<file path="config.mk">
export PLATFORM = sky130hd
export DESIGN_NAME = io_input_conditioner
export DESIGN_NICKNAME = d
export VERILOG_FILES = /design/src/rtl/io_input_conditioner.sv
export SDC_FILE = /design/constraint.sdc
export NUM_CORES = 1
export LEC_CHECK = 0
export CAP_MARGIN = 20
export CORE_MARGIN = 5
export CORE_UTILIZATION = 40
export DETAILED_ROUTE_END_ITERATION = 12
export PLACE_DENSITY_LB_ADDON = 0.1
export SETUP_SLACK_MARGIN = 0.4
export SKIP_CTS_REPAIR_TIMING = 1
export SLEW_MARGIN = 20
export SYNTH_ARGS = -nofsm -noshare
export SYNTH_HDL_FRONTEND = slang
export SYNTH_SLANG_ARGS = --single-unit
</file>
<file path="constraint.sdc">
create_clock -name i_clk -period 4 [get_ports i_clk]
set_input_delay 0.8 -clock i_clk [delete_from_list [all_inputs] [get_ports i_clk]]
set_output_delay 0.8 -clock i_clk [all_outputs]
set_load 0.01 [all_outputs]
</file>
<file path="src/rtl/io_input_conditioner.sv">
// Board switch/key conditioner: two-flop synchroniser, shared-tick debounce,
// zero-extended read words for the LSU and one-cycle key press pulses.
module io_input_conditioner #(
  parameter int SW_WIDTH   = 18,
  parameter int BTN_WIDTH  = 4,
  parameter int TICK_DIV   = 50000,
  parameter int STABLE_CNT = 8
) (
  input  logic                 i_clk,
  input  logic                 i_reset,
  input  logic [SW_WIDTH-1:0]  i_sw_raw,
  input  logic [BTN_WIDTH-1:0] i_btn_raw,
  output logic [31:0]          o_ph_sw,
  output logic [31:0]          o_ph_button,
  output logic [BTN_WIDTH-1:0] o_btn_press,
  output logic                 o_tick
);

  localparam int NB = SW_WIDTH + BTN_WIDTH;
  localparam int PW = (TICK_DIV > 1) ? $clog2(TICK_DIV) : 1;
  localparam int CW = (STABLE_CNT > 1) ? $clog2(STABLE_CNT) : 1;
  localparam logic [PW-1:0] PRESC_LAST = PW'(TICK_DIV - 1);
  localparam logic [CW-1:0] CNT_LAST   = CW'(STABLE_CNT - 1);
  // Keys are active-low, so their idle (released) level is 1.
  localparam logic [NB-1:0] IDLE = {{BTN_WIDTH{1'b1}}, {SW_WIDTH{1'b0}}};

  logic [NB-1:0]        raw;
  logic [NB-1:0]        meta;
  logic [NB-1:0]        sync;
  logic [NB-1:0]        stable;
  logic [PW-1:0]        presc;
  logic [PW-1:0]        presc_next;
  logic                 tick;
  logic [BTN_WIDTH-1:0] btn_stable;
  logic [BTN_WIDTH-1:0] btn_prev;

  assign raw = {i_btn_raw, i_sw_raw};

  always_ff @(posedge i_clk or negedge i_reset) begin
    if (!i_reset) begin
      meta <= IDLE;
      sync <= IDLE;
    end else begin
      meta <= raw;
      sync <= meta;
    end
  end

  // tick is high for exactly the cycle in which presc holds its last value
  assign presc_next = (presc == PRESC_LAST) ? '0 : presc + 1'b1;

  always_ff @(posedge i_clk or negedge i_reset) begin
    if (!i_reset) begin
      presc <= '0;
      tick  <= 1'b0;
    end else begin
      presc <= presc_next;
      tick  <= (presc_next == PRESC_LAST);
    end
  end

  generate
    for (genvar b = 0; b < NB; b++) begin : g_db
      logic [CW-1:0] cnt;
      logic          level;

      always_ff @(posedge i_clk or negedge i_reset) begin
        if (!i_reset) begin
          cnt   <= '0;
          level <= IDLE[b];
        end else if (tick) begin
          if (sync[b] == level) begin
            cnt <= '0;
          end else if (cnt == CNT_LAST) begin
            level <= sync[b];
            cnt   <= '0;
          end else begin
            cnt <= cnt + 1'b1;
          end
        end
      end

      assign stable[b] = level;
    end
  endgenerate

  assign btn_stable = stable[NB-1:SW_WIDTH];

  // Press pulse fires the cycle after the debounced level falls.
  always_ff @(posedge i_clk or negedge i_reset) begin
    if (!i_reset) begin
      btn_prev    <= '1;
      o_btn_press <= '0;
    end else begin
      btn_prev    <= btn_stable;
      o_btn_press <= btn_prev & ~btn_stable;
    end
  end

  assign o_ph_sw     = 32'(stable[SW_WIDTH-1:0]);
  assign o_ph_button = 32'(btn_stable);
  assign o_tick      = tick;

endmodule

</file>
Word level (Yosys, flattened, before mapping)
Cells that the tools add are included.

Flip-flop bits (word level): 157. Output and inout bits: 69. Bits of input ports: 24. Word-level logic and storage cells: 210.

Bitwise logic cells: 24. $add $sub $neg: 23. Multiplexer cells: 45. Reductions and logical operators: 22. Equal/unequal tests: 46.

Operator list (number): $mux 3 (44); $add 3x1->3 const B (22); $eq 3x3->1 const B (22); $reduce_and 3->1 (22); $eq 16x16->1 const B (2); $eq 1x1->1 (22); $not 1->1 (22); $add 16x1->16 const B (1); $mux 16 (1); $and 4x4->4 (1); $not 4->4 (1).

Depth between registers and ports, before layout
Depth after elaboration: 3. Mapped depth: 7. Gate-level depth less buffers: 6.

Least setup slack after synthesis
Ideal clock, no wire load.

Path type: reg-to-reg. From: reg presc[0]. To: reg tick (netlist: o_tick). Cell stages (with the launch flop): 8. Data arrival time: 1491 ps. Path buffers: 1. Required time: 3904 ps. Setup slack: 2413 ps. Library setup time: 96 ps. Cell sequence: dfrtp_1 ha_1 and3_1 buf_6 and3_4 nand2_2 xor2_1 nor4_2.

Cells in the longest elaborated chain, start to end: 3. Elaborated cells between the ends (all ways): 4. Classes of those cells: add/sub: 1; eq/ne: 2; mux: 1.

RTL lines: start, declared (line 31) `logic [PW-1:0] presc;`; start signal, assigned (line 57) `presc <= presc_next;`; $add 16x1->16 / $eq 16x16->1 (equally long branches) (line 50) `assign presc_next = (presc == PRESC_LAST) ? '0 : presc + 1'b1;`; $mux 16 * (line 50); $eq 16x16->1 * (line 58) `tick <= (presc_next == PRESC_LAST);`; end signal, assigned (line 58); end, declared (line 33) `logic tick;`.

Every way passes the cells marked *; elsewhere a longest branch is shown, timed or not. A chain may end at the register's enable or synchronous reset.

Final worst setup path
From: reg tick (netlist: o_tick). To: out o_tick.

RTL lines: end, declared (line 16) `output logic o_tick`.

No word-level cell between the ends.

==> flow_metrics.py <==
metrics = {
    "die": {
        "start_util": 0.4091,
        "die_w_um": 143.2,
        "die_y_um": 143.2,
        "rows": 48,
        "top_level_ports": 93,
        "core_area_um2": 17360,
        "die_area_um2": 20520,
    },
    "critical_path": {
        "cpPeakStageDelay_ns": 0.65,
        "critical_path_cell_count": 1,
        "crit_fanout": 37,
        "ff2ff_path_depth": 3,
        "cp.arrival_ns": 1.69,
        "rr_startpoint": "o_tick",
        "critPathSlowestCell": "dfrtp_4",
        "worstSetupPathType": "reg2out",
        "critPathCaptureType": "primary output",
        "r2r_end": "g_db[12].level",
        "crit_chain": "clkdlybuf4s50_1",
        "worst_ep_required_time_ns": 3.20,
        "r2r_setup_slack_ns": 1.88,
        "crit_buf_inv": 1,
        "cp_top_family": "flip-flops",
        "cp-start-kind": "flop",
    },
    "clock_network": {
        "cts_sinks": 157,
        "cts.path.max_buffers": 2,
        "clock_latency_ns": 0.42,
        "h-tree-depth": 4,
        "clk_pin_slew_ns": 0.06,
        "cts_buffers": 17,
        "cts_root_buffer": "clkbuf_16",
        "tritoncts": "built",
    },
    "sta": {
        "fin_crit_ns": 2.486,
        "period_share": 0.6214,
        "fin_skew_ns": 0.006166,
        "hold_viol": 0,
        "hold_slack_ns": 0.3475,
        "final-max-slew-violation-count": 0,
        "setup_tns_ns": 0,
        "rsz0062_at_grt": "no",
        "max_freq_mhz": 402.3,
        "setup_viol": 0,
        "worst_slew_pin_slew_ns": 1.024,
        "slew_headroom": 0.3176,
    },
    "synth": {
        "ys_seq_elements": 157,
        "netlist_instances": 632,
        "yosys_warnings": 0,
        "synthTopCellsByArea": "dfrtp_1 50%, ha_1 7.9%, buf_4 6.8%",
        "netlist-cell-type-count": 42,
        "synth.cell_area_um2": 7101,
        "async_flop_share": 1.000,
        "ys_seq_area_frac": 0.5561,
        "synth_edf_count": 0,
        "synth_top_cell_by_area": "dfrtp_1",
        "avgSynthCellArea_um2": 11.24,
        "synth_top_area_share": 0.4969,
        "synthFlopType": "dfrtp_1",
    },
    "status": {
        "status": "completed",
    },
    "power": {
        "p_int_uw": 2675,
        "sw_frac_of_total": 0.2031,
        "power_density_nw_per_um2": 413.4,
        "power_frac_seq": 0.484,
        "p_clk_frac": 0.488,
        "ir_drop_v": 0.0003121,
        "switchingPower_uw": 681.8,
        "leakagePower_uw": 0.003765,
        "combPwrFrac": 0.028,
    },
    "global_route": {
        "grt_remaining_overflow": 0,
        "gr-usage-all-layers": 0.1179,
        "grt_pass1_vias": 4206,
        "antenna_found_initial": 0,
        "grt_max_degree": 116,
        "grt_pass1_wl_um": 19360,
    },
    "drt": {
        "wl_um": 11270,
        "drc": 0,
        "ant_nets": 0,
        "drt-wirelength-per-cell_um": 12.53,
        "num_vias": 4140,
        "viasPerCell": 4.605,
        "dr.pass1.iters": 4,
        "drt_iter0_drc": 138,
    },
    "min_path": {
        "holdPathEnd": "sync[9]",
        "hp-class": "reg2reg",
        "min_from": "meta[9]",
        "worstHoldPathCells": 0,
    },
    "flow_run": {
        "maxCapViolations": 0,
    },
    "layout": {
        "final_common_cell": "dfrtp_1",
        "layout_common_cells": "140 x dfrtp_1, 63 x inv_1, 59 x nand2_1",
        "antenna_cells": 0,
        "final_nets": 730,
        "drive_above_1_share": 0.1320,
        "syn_to_final_growth_pct": 14.36,
    },
    "place": {
        "hpwl_um": 7560,
        "portBuffers": 50,
        "gp_congestion": 0.7003,
    },
}
-- synth_stat cells, types with 2 or more instances --
library cell and n:
nand4_1 4, o22ai_1 34, dfstp_2 16, buf_1 2, nor2_1 20, nor4_2 2
ha_1 45, dfrtp_1 141, xor2_1 18, nor3b_1 2, o21ai_0 29, mux2_2 26
xnor2_1 18, inv_1 63, nor2b_1 12, buf_4 64, and4_1 2, nor3_1 6
nand2_1 59, nand3_1 33, clkbuf_1 15
-- flip-flops by register name, indices dropped and copies added (netlist names) --
signal	flops
o_btn_press	4
g_db.level	22
o_tick	1
btn_prev	4
meta	22
g_db.cnt	66
sync	22
presc	16
-- how the worst max path moves through the flow --
stage / start / to / slack [ns]
5_1_grt: o_tick / o_tick / 1.43
4_1_cts: o_tick / o_tick / 1.49
3_5_place_dp: o_tick / g_db[12].level / 1.88
6_report: o_tick / o_tick / 1.51
3_3_place_gp: o_tick / g_db[1].level / 1.95
2_1_floorplan: presc[0] / o_tick / 2.41
-- cell type report --
class / instances / area (um^2)
fill: 1620 / 9236
sequential: 157 / 3953
multi-input combinational: 370 / 2509
timing repair buffer: 52 / 529.3
clock buffer: 22 / 474.2
tap: 225 / 281.5
inverter: 63 / 236.5
clock inverter: 10 / 137.6
-- metrics by stage --
stage          cell area (um^2)  utilization  total power (uW)  worst slack [ns]  cells
4_1_cts                    8120       0.4678              3427             1.488    899
3_3_place_gp               7508       0.4326              1749             1.945    867
3_5_place_dp               7508       0.4326              1751             1.876    867
6_report                   8120       0.4678              3357             1.514    899
5_1_grt                    8120       0.4678              3498             1.429    899
2_1_floorplan              7254            -              1716             2.413    673
-- power groups by stage --
stage | Sequential, uW | Combinational [uW] | Clock (uW)
finish | 1630 | 95.0 | 1640
global route | 1630 | 110 | 1760
CTS | 1630 | 98.1 | 1700
detailed placement | 1650 | 97.3 | 0
global placement | 1650 | 95.8 | 0
floorplan | 1650 | 65.4 | 0
-- metal layers --
metal / routed length (um) / vias up / GRT usage
met1: 4982 / 2013 / 0.1409
met2: 5631 / 64 / 0.1973
met3: 514 / 15 / 0.04320
met4: 138 / 0 / 0.04063
li1: - / 2048 / -
met5: 0 / - / 0
-- cells by family (layout without fill, tap and decap cells) --
group,count (synthesis),after routing,synth area share
AND/OR/NAND/NOR,154,154,0.1114
buffers and inverters,146,147,0.1122
AO/OA/AOI/OAI,67,67,0.05480
other,1,42,0.0005281
adder cells (fa/ha/maj),45,45,0.07930
XOR/XNOR,36,36,0.04440
multiplexers,26,26,0.04123
flip-flops,157,157,0.5561
Note: power is estimated with default switching activity, not from simulation.
